### src/rtl/axi_lite_pkg.sv
// Shared constants and FSM state types for the AXI4-Lite memory front end.
package axi_lite_pkg;

    localparam logic [1:0] RESP_OKAY   = 2'b00;
    localparam logic [1:0] RESP_SLVERR = 2'b10;
    localparam logic [1:0] RESP_DECERR = 2'b11;

    typedef enum logic [1:0] {
        W_IDLE = 2'd0,
        W_MEM  = 2'd1,
        W_RESP = 2'd2
    } wr_state_t;

    typedef enum logic [1:0] {
        R_IDLE  = 2'd0,
        R_ISSUE = 2'd1,
        R_CAPT  = 2'd2,
        R_RESP  = 2'd3
    } rd_state_t;

endpackage

### src/rtl/axi_lite_mem_slave.sv
// AXI4-Lite slave that turns write/read transactions into single-cycle strobes
// for a 2**ADDR_WIDTH x 32 memory with a registered read port.
module axi_lite_mem_slave
    import axi_lite_pkg::*;
#(
    parameter int ADDR_WIDTH     = 5,
    parameter int DATA_WIDTH     = 32,
    parameter int AXI_ADDR_WIDTH = 32
) (
    input  logic                      clk,
    input  logic                      reset,
    input  logic [AXI_ADDR_WIDTH-1:0] s_awaddr,
    input  logic                      s_awvalid,
    output logic                      s_awready,
    input  logic [DATA_WIDTH-1:0]     s_wdata,
    input  logic [3:0]                s_wstrb,
    input  logic                      s_wvalid,
    output logic                      s_wready,
    output logic [1:0]                s_bresp,
    output logic                      s_bvalid,
    input  logic                      s_bready,
    input  logic [AXI_ADDR_WIDTH-1:0] s_araddr,
    input  logic                      s_arvalid,
    output logic                      s_arready,
    output logic [DATA_WIDTH-1:0]     s_rdata,
    output logic [1:0]                s_rresp,
    output logic                      s_rvalid,
    input  logic                      s_rready,
    output logic [ADDR_WIDTH-1:0]     write_address,
    output logic [DATA_WIDTH-1:0]     write_data,
    output logic                      w_en,
    output logic [ADDR_WIDTH-1:0]     read_address,
    output logic                      out_en,
    input  logic [DATA_WIDTH-1:0]     read_data
);

    wr_state_t                 wr_state;
    rd_state_t                 rd_state;
    logic                      aw_held;
    logic                      w_held;
    logic [AXI_ADDR_WIDTH-1:0] awaddr_r;
    logic [DATA_WIDTH-1:0]     wdata_r;
    logic [3:0]                wstrb_r;

    logic                      aw_fire;
    logic                      w_fire;
    logic                      aw_have;
    logic                      w_have;
    logic                      wr_go;
    logic [AXI_ADDR_WIDTH-1:0] wr_addr_cur;
    logic [DATA_WIDTH-1:0]     wr_data_cur;
    logic [3:0]                wr_strb_cur;
    logic                      wr_oor;
    logic [ADDR_WIDTH-1:0]     wr_idx;
    logic [1:0]                wr_resp;

    logic                      ar_fire;
    logic                      ar_oor;
    logic                      ar_oor_r;
    logic [ADDR_WIDTH-1:0]     ar_idx;
    logic                      unused_addr_bits;

    // Write-side decode: the address/data used are whichever of held or incoming applies.
    always_comb begin
        aw_fire     = s_awvalid && s_awready;
        w_fire      = s_wvalid && s_wready;
        aw_have     = aw_held || aw_fire;
        w_have      = w_held || w_fire;
        wr_go       = (wr_state == W_IDLE) && aw_have && w_have;
        wr_addr_cur = aw_held ? awaddr_r : s_awaddr;
        wr_data_cur = w_held ? wdata_r : s_wdata;
        wr_strb_cur = w_held ? wstrb_r : s_wstrb;
        wr_oor      = |wr_addr_cur[AXI_ADDR_WIDTH-1:ADDR_WIDTH+2];
        wr_idx      = wr_addr_cur[ADDR_WIDTH+1:2];
        if (wr_oor) begin
            wr_resp = RESP_DECERR;
        end else if (wr_strb_cur != 4'hF) begin
            wr_resp = RESP_SLVERR;
        end else begin
            wr_resp = RESP_OKAY;
        end
    end

    // Read-side decode of the incoming AR address.
    always_comb begin
        ar_fire          = s_arvalid && s_arready;
        ar_oor           = |s_araddr[AXI_ADDR_WIDTH-1:ADDR_WIDTH+2];
        ar_idx           = s_araddr[ADDR_WIDTH+1:2];
        unused_addr_bits = ^{s_araddr[1:0], wr_addr_cur[1:0]};
    end

    // Write FSM: w_en and bresp are decided on the edge that enters W_MEM.
    always_ff @(posedge clk) begin
        if (reset) begin
            wr_state      <= W_IDLE;
            aw_held       <= 1'b0;
            w_held        <= 1'b0;
            awaddr_r      <= {AXI_ADDR_WIDTH{1'b0}};
            wdata_r       <= {DATA_WIDTH{1'b0}};
            wstrb_r       <= 4'h0;
            s_awready     <= 1'b0;
            s_wready      <= 1'b0;
            s_bvalid      <= 1'b0;
            s_bresp       <= 2'b00;
            w_en          <= 1'b0;
            write_address <= {ADDR_WIDTH{1'b0}};
            write_data    <= {DATA_WIDTH{1'b0}};
        end else begin
            case (wr_state)
                W_IDLE: begin
                    if (aw_fire) begin
                        awaddr_r <= s_awaddr;
                        aw_held  <= 1'b1;
                    end
                    if (w_fire) begin
                        wdata_r <= s_wdata;
                        wstrb_r <= s_wstrb;
                        w_held  <= 1'b1;
                    end
                    if (wr_go) begin
                        s_awready <= 1'b0;
                        s_wready  <= 1'b0;
                        s_bresp   <= wr_resp;
                        wr_state  <= W_MEM;
                        if (wr_resp == RESP_OKAY) begin
                            w_en          <= 1'b1;
                            write_address <= wr_idx;
                            write_data    <= wr_data_cur;
                        end
                    end else begin
                        s_awready <= !aw_have;
                        s_wready  <= !w_have;
                    end
                end
                W_MEM: begin
                    w_en     <= 1'b0;
                    s_bvalid <= 1'b1;
                    wr_state <= W_RESP;
                end
                W_RESP: begin
                    if (s_bready) begin
                        s_bvalid  <= 1'b0;
                        aw_held   <= 1'b0;
                        w_held    <= 1'b0;
                        s_awready <= 1'b1;
                        s_wready  <= 1'b1;
                        wr_state  <= W_IDLE;
                    end
                end
                default: begin
                    w_en     <= 1'b0;
                    s_bvalid <= 1'b0;
                    wr_state <= W_IDLE;
                end
            endcase
        end
    end

    // Read FSM: out_en is held back while a write will occupy the memory next cycle,
    // so a colliding read observes the newly written word.
    always_ff @(posedge clk) begin
        if (reset) begin
            rd_state     <= R_IDLE;
            ar_oor_r     <= 1'b0;
            s_arready    <= 1'b0;
            s_rvalid     <= 1'b0;
            s_rdata      <= {DATA_WIDTH{1'b0}};
            s_rresp      <= 2'b00;
            out_en       <= 1'b0;
            read_address <= {ADDR_WIDTH{1'b0}};
        end else begin
            case (rd_state)
                R_IDLE: begin
                    if (ar_fire) begin
                        s_arready <= 1'b0;
                        ar_oor_r  <= ar_oor;
                        rd_state  <= R_ISSUE;
                        if (!ar_oor) begin
                            read_address <= ar_idx;
                            out_en       <= !wr_go;
                        end
                    end else begin
                        s_arready <= 1'b1;
                    end
                end
                R_ISSUE: begin
                    if (ar_oor_r) begin
                        s_rdata  <= {DATA_WIDTH{1'b0}};
                        s_rresp  <= RESP_DECERR;
                        s_rvalid <= 1'b1;
                        rd_state <= R_RESP;
                    end else if (out_en) begin
                        out_en   <= 1'b0;
                        rd_state <= R_CAPT;
                    end else begin
                        out_en <= !wr_go;
                    end
                end
                R_CAPT: begin
                    s_rdata  <= read_data;
                    s_rresp  <= RESP_OKAY;
                    s_rvalid <= 1'b1;
                    rd_state <= R_RESP;
                end
                R_RESP: begin
                    if (s_rready) begin
                        s_rvalid  <= 1'b0;
                        s_arready <= 1'b1;
                        rd_state  <= R_IDLE;
                    end
                end
                default: begin
                    out_en   <= 1'b0;
                    s_rvalid <= 1'b0;
                    rd_state <= R_IDLE;
                end
            endcase
        end
    end

endmodule

### config.mk
export PLATFORM = sky130hd
export DESIGN_NAME = axi_lite_mem_slave
export DESIGN_NICKNAME = d
export VERILOG_FILES = /design/src/rtl/axi_lite_pkg.sv /design/src/rtl/axi_lite_mem_slave.sv
export SDC_FILE = /design/constraint.sdc
export NUM_CORES = 1
export LEC_CHECK = 0
export CAP_MARGIN = 10
export CORE_MARGIN = 2
export CORE_UTILIZATION = 45
export DETAILED_ROUTE_END_ITERATION = 10
export PLACE_DENSITY = 0.8
export SLEW_MARGIN = 20
export SYNTH_ARGS = -nofsm -noshare
export SYNTH_HDL_FRONTEND = slang
export SYNTH_SLANG_ARGS = --single-unit
### constraint.sdc
create_clock -name clk -period 2.24 [get_ports clk]
set_clock_uncertainty 0.1 [all_clocks]
set_input_delay 0.448 -clock clk [delete_from_list [all_inputs] [get_ports clk]]
set_output_delay 0.448 -clock clk [all_outputs]
set_load 0.05 [all_outputs]
* Word level (Yosys, flattened, before mapping) *
Index checks and enable logic that the tools add are counted.

storage, ports and cells
  bits in registers = 160
  input bits = 139
  output and inout bits = 85
  word-level logic and storage cells = 120

cells by class
  equality and inequality tests = 17
  muxes and demuxes = 42
  bitwise logic cells = 3
  reduce and logical (&&, ||, !) cells = 37

operators with widths
  operator            count
  $mux 32             3
  $pmux 32 s2         1
  $reduce_or 25->1    2
  $reduce_and 3->1    7
  $mux 2              9
  $ne 2x2->1 const B  9
  $reduce_and 2->1    9
  $mux 1              16
  $pmux 1 s2          7
  $pmux 2 s4          1
  $reduce_bool 2->1   4
  $eq 2x2->1 const B  3
  $logic_not 2->1     3
  $pmux 1 s3          2
  $pmux 2 s3          1
  $logic_and 1x1->1   5
  $eq 2x1->1 const B  2
  $mux 4              1
  $ne 4x4->1 const B  1
  $pmux 2 s2          1
  $reduce_and 4->1    1
  $logic_not 1->1     3
  $ne 3x3->1 const B  1
  $not 1->1           3
  3 further kinds     4

* Logic depth before layout (Yosys ltp) *
  depth after elaboration = 8
  mapped depth = 9
  mapped depth without buffers = 7

* Least setup slack after synthesis *
Ideal clock, no wire load.

  path kind = reg-to-reg
  from = reg s_awready
  to = reg write_data[10]
  setup time = 146 ps
  arrival time = 1982 ps
  required time = 1994 ps
  slack = 12 ps
  stages on the path, launching flop included = 8
  buffers on the path = 2
  cells stage by stage = dfxtp_1 -> a21oi_2 -> or4_4 -> a21oi_2 -> and2_1 -> buf_4 -> buf_6 -> a211oi_2

between the ends
  word-level cells in the longest chain between the ends = 5

RTL lines
  what                             RTL line                   text
  from (decl)                      axi_lite_mem_slave.sv:14   output logic s_awready,
  from (signal assigned)           axi_lite_mem_slave.sv:131  s_awready <= !aw_have;
  $logic_and 1x1->1                axi_lite_mem_slave.sv:65   aw_fire = s_awvalid && s_awready;
  $logic_or 1x1->1                 axi_lite_mem_slave.sv:67   aw_have = aw_held || aw_fire;
  $logic_and 1x1->1 (2 in series)  axi_lite_mem_slave.sv:69   wr_go = (wr_state == W_IDLE) && aw_have && w_have;
  $reduce_and 3->1 (no line)       --
  to (signal assigned)             axi_lite_mem_slave.sv:107  write_data <= {DATA_WIDTH{1'b0}};
  to (signal assigned)             axi_lite_mem_slave.sv:128  write_data <= wr_data_cur;
  to (decl)                        axi_lite_mem_slave.sv:30   output logic [DATA_WIDTH-1:0] write_data,

Every way passes these cells.
A chain may end at the register's enable or synchronous reset.

==> impl_metrics.yaml <==
placed_design:
  dp_worst_setup_slack_ns: -0.2215
  dpl.hpwl_um: 12100
  io_buffers: 219
  gp_congestion: 0.8315
logic_synthesis:
  synth.distinct_cells: 35
  synth_edf_count: 0
  synth_common_cells: "157 x dfxtp_1, 135 x nand2_1, 113 x a21oi_1"
  synth_seq_cells: 157
  synthMostInstantiatedCell: "dfxtp_1"
  yosysSeqAreaShare_pct: 50.23
  yosysWarnings: 0
  yosysTopAreaCell: "dfxtp_1"
  ys_async_sr_fraction_pct: 0
  synthFlopType: "dfxtp_1"
  synth_cells: 706
  avgSynthCellArea_um2: 8.863
  syn_area_um2: 6257
  synth_top_area_share_pct: 50.23
  synth_nets: 849
  synth.top_cells.by_area: "dfxtp_1 50%, a21oi_1 9.0%, nand2_1 8.1%"
finish:
  utilization_pct: 68.76
  final_layout_size_suffix_gt1_share_pct: 10.08
  area_delta_synth_final_pct: 50.77
  finalNetCount: 1063
  antenna_cells: 0
die:
  initial_core_util_pct: 45.61
  core-area_um2: 13720
  die_area_um2: 14860
  fp.dieW_um: 121.9
  design.portCount: 224
  num_rows: 43
  die_h_um: 121.9
setup_path:
  slowest_delay_ns: 0.82
  critPathSlowestCell: "clkdlybuf4s50_1"
  cp_data_arrival_time_ns: 1.60
  critPathRequiredTime_ns: 1.69
  critPathLaunchType: "register"
  crit_type: "reg -> out"
  crit_chain: "clkdlybuf4s50_1"
  endpoint_kind: "primary output"
  critPathTopFamily: "buffers and inverters"
  cp_max_fo: 3
  crit_buf_inv: 1
clocking:
  cts.clk_slew.worst_paths_ns: 0.06
  htreeDepth: 4
  cts_tree: "built"
  cts_buffers: 17
  clock_sinks: 157
  root_buffer: "clkbuf_16"
  insertion_delay_ns: 0.41
  cts_buffer_depth: 2
detailed_routing:
  met1_length_um: 7049
  dr_total_vias: 5828
  drt_iter0_markers: 318
  firstDrtPassIters: 5
  drt_wl_total_um: 17090
  avgViaCountPerCell: 5.236
  wire_per_inst_um: 15.35
  route.detailed.drc: 0
  ant_nets: 0
  route.met2.wl_um: 8565
  met3_length_um: 1113
  highest-signal-layer: "met4"
power:
  p_total_mw: 8.145
  p_per_area_nw_per_um2: 863.3
  power_leakage_nw: 3.301
  max-vdd-ir-drop_mv: 0.4333
global_route:
  grt_max_degree: 65
  grt_usage_pct: 23.19
  grt_pass1_wl_um: 27190
  grt_overflow: 0
  antenna_found_initial: 0
  grt_pass1_vias: 5516
sta:
  fin_ws_ns: 0.08811
  grt_setup_unrepaired: "no"
  finalHoldViolations: 0
  drv_slew: 0
  worst_hold_slack_ns: 0.3516
  worstMarginPinSlew_ns: 0.5662
  fin_crit_sh_pct: 96.07
  setup_violations: 0
  period_minus_slack_ns: 2.152
  fmax_ghz: 0.4647
  max-slew-margin-rel_pct: 62.13
job:
  cap_violations: 0
hold_path:
  hold_class: "reg -> reg"
status:
  status: "completed"
## repair_timing
item                       4_1_cts  5_1_grt
gates resized for setup          1        3
setup endpoints to repair        1        3
hold buffers                     0        0
cloned                           0        0
setup buffers                    0        0
## cell families (layout without fill, tap and decap cells)
logic type               Yosys count  count (layout)  synth area share [%]
AND/OR/NAND/NOR                  239             239                 16.28
AO/OA/AOI/OAI                    198             198                 20.76
flip-flops                       157             157                 50.23
buffers and inverters             63             290                 4.739
multiplexers                      45              45                 7.199
adder cells (fa/ha/maj)            4               4                0.7999
## per-stage QoR
step	setup TNS [ns]	area, um^2	std cells
floorplan	0	6257	706
global placement	-7.232	8778	1081
detailed placement	-7.558	8778	1081
CTS	0	9427	1113
global route	0	9434	1113
finish	0	9434	1113
## placed cells by master, fill, tap and decap left out, types with 5 or more instances in the layout
cell	n
dfxtp_1	156
clkdlybuf4s50_1	213
nor3_1	5
nand3_1	7
nor4_1	17
clkbuf_16	17
buf_12	8
a22oi_1	33
a211oi_1	21
a211oi_2	19
buf_4	29
mux2i_1	44
a21oi_1	113
bufinv_16	5
nand2_1	135
nor2_1	55
## flip-flops by register name (all words and copies together), names as in the netlist, 2 cells and up
signal / count
awaddr_r: 30
rd_state: 2
read_address: 5
s_bresp: 2
s_rdata: 32
wdata_r: 32
wr_state: 2
write_address: 5
write_data: 32
wstrb_r: 4
## power breakdown
| part | internal [mW] | leakage, nW | switching (mW) | total [mW] |
|---|---|---|---|---|
| Clock | 2.03 | 0.313 | 1.08 | 3.12 |
| Sequential | 3.00 | 1.27 | 0.133 | 3.13 |
| Combinational | 0.798 | 1.71 | 1.10 | 1.90 |
## area by class of cell
type,instances,area (um^2)
fill,1120,4285
timing repair buffer,254,2556
tap,180,225.2
sequential,157,3144
clock inverter,11,188.9
clock buffer,21,460.4
multi-input combinational,486,2844
inverter,4,15.01
## path summary, 6_finish.rpt
check / slack [ns] / to / from / depth (start not counted)
setup / recovery: 0.09 / s_rresp[1] / s_rresp[0] / 1
hold / removal: 0.35 / awaddr_r[5] / awaddr_r[5] / 2
setup reg to reg: 0.32 / write_address[0] / awaddr_r[20] / 6
hold reg to reg: 0.35 / awaddr_r[5] / awaddr_r[5] / 2
## routing by layer
layer | GRT usage, % | vias up
met5 | 0 | -
li1 | - | 2909
met3 | 6.367 | 29
met4 | 9.411 | 0
met2 | 39.56 | 196
met1 | 27.58 | 2694
No activity file was read; power rests on OpenSTA's default activity.
==> RTL change: new RTL, same flow settings <==
Re-encode `rd_state_t` (4 states) as one-hot, 4 bits wide.
--- a/src/rtl/axi_lite_pkg.sv
+++ b/src/rtl/axi_lite_pkg.sv
@@ -13,7 +13,7 @@
 
-    typedef enum logic [1:0] {
-        R_IDLE  = 2'd0,
-        R_ISSUE = 2'd1,
-        R_CAPT  = 2'd2,
-        R_RESP  = 2'd3
+    typedef enum logic [3:0] {
+        R_IDLE  = 4'b0001,
+        R_ISSUE = 4'b0010,
+        R_CAPT  = 4'b0100,
+        R_RESP  = 4'b1000
     } rd_state_t;
Formal check against the unedited RTL: no difference found for any inputs over 4 cycles, from zero or initial values and one cycle with reset high; so few cycles prove little.
==> RTL change against the unedited design <==
  * Wire length up 0.13%
  * Non-clock buffer count decreased by 3
  * Sequential share of layout area increased by 0.36 points
  * Synthesized cell count rose by 0.57%
  * Critical path type unchanged
  * Cell count barely moved
  * Die area increased by 0.33%
  * Setup slack lost 0.018 ns
  * Design area increased by 0.23%
  * Sequential cell count is 2 higher
  * Combinational power decreased by 39%
  * Register-to-register slack got worse by 0.15 ns
  * Area after synthesis is 0.34% higher
  * Total power fell by 7.8%
  * Critical path depth is the same
==> RTL change: results (changes against the unedited design) <==
| Metric | Value |
|---|---|
| Vias in the first global route | `5638 (was 5516)` |
| Via count | `5896 (was 5828)` |
| Met3 Wirelength | `1.27 mm (was 1.11 mm)` |
| Mux contribution to synthesized area | `6.86% (was 7.20%)` |
| DP Area | `8770 um2 (was 8780 um2)` |
| Drt total wl | `17.1 mm (about the same)` |
| Hold/Removal Path Class | `in -> reg (was reg -> reg)` |
| Met1 WL | `7.24 mm (was 7.05 mm)` |
| Initial DRC Count | `439 (was 318)` |
| Critical R2R Launch | `aw_held$_SDFFE_PP0P_ (was awaddr_r[20]$_SDFFE_PP0P_)` |
| Synth Area in Adders | `0% (was 0.800%)` |
| Post-synth top cells | `159 x dfxtp_1, 139 x nand2_1, 114 x a21oi_1 (was 157 x dfxtp_1, 135 x nand2_1, 113 x a21oi_1)` |
| Worst R2R Setup Slack | `0.17 ns (was 0.32 ns)` |
| WL met2 | `8.30 mm (was 8.57 mm)` |
| Worst Setup SP | `s_arready$_SDFFE_PP0P_ (was s_rresp[0]$_SDFFE_PP0P_)` |
| Compound-cell area share of the yosys netlist | `20.2% (was 20.8%)` |
| Mean Syn Cell Area | `8.84 um2 (was 8.86 um2)` |
| Placed cell count | `1084 (was 1081)` |
| DR pass1 iterations | `4 (was 5)` |
| Post-synth cell types | `38 (was 35)` |
| Largest net degree at the start of global routing | `67 (was 65)` |
| Met3 usage | `7.63% (was 6.37%)` |
| Outcome | `finished clean (unchanged)` |
| Dpl hpwl | `11.7 mm (was 12.1 mm)` |
| Avg WL per Cell | `15.4 um (about the same)` |
| GR Util met2 | `37.9% (was 39.6%)` |
| Placer Congestion | `0.774 (was 0.832)` |
| First-pass GRT wire length | `27.4 mm (was 27.2 mm)` |
| Reg-to-reg endpoint | `write_data[29]$_SDFFE_PP0P_ (was write_address[0]$_SDFFE_PP0P_)` |
| Peak supply drop | `0.492 mV (was 0.433 mV)` |
| Worst Setup EP | `s_arready (was s_rresp[1])` |
| Slowest cell delay on critical path | `0.84 ns (was 0.82 ns)` |
| Hold Path Origin | `reset (was awaddr_r[5]$_SDFFE_PP0P_)` |
-- RTL change: cell types whose count changed in the layout (fill, tap and decap cells not counted), moves of 2 or more --
cell and change:
clkbuf_1 -2, nand2_1 +4, ha_1 -4, nor3_1 +5, a211oi_1 -3, clkinv_2 -2
-- RTL change: stage by stage --
step	hold slack (ns)	setup TNS [ns]	power [mW]	util (%)	worst slack [ns]
final	0.308	0	7.51	68.7	0.0703
after global placement	0.341	-9.08	4.27	63.7	-0.231
after detailed placement	0.346	-10.01	4.29	63.7	-0.273
after CTS	0.293	0	7.57	68.6	0.00537
after floorplan	0.332	0	3.76	-	0.00410
after global routing	0.306	0	7.82	68.7	0.0100
-- RTL change: power breakdown --
part	switching, mW	internal (mW)	total [mW]
Clock	1.11	2.17	3.27
Sequential	0.109	2.97	3.08
Combinational	0.620	0.537	1.16
-- RTL change: final cells by class --
type	count	area share [%]
tap	180	2.38
multi-input combinational	490	30.0
clock buffer	20	4.94
inverter	4	0.159
timing repair buffer	251	26.6
clock inverter	10	2.21
sequential	159	33.7
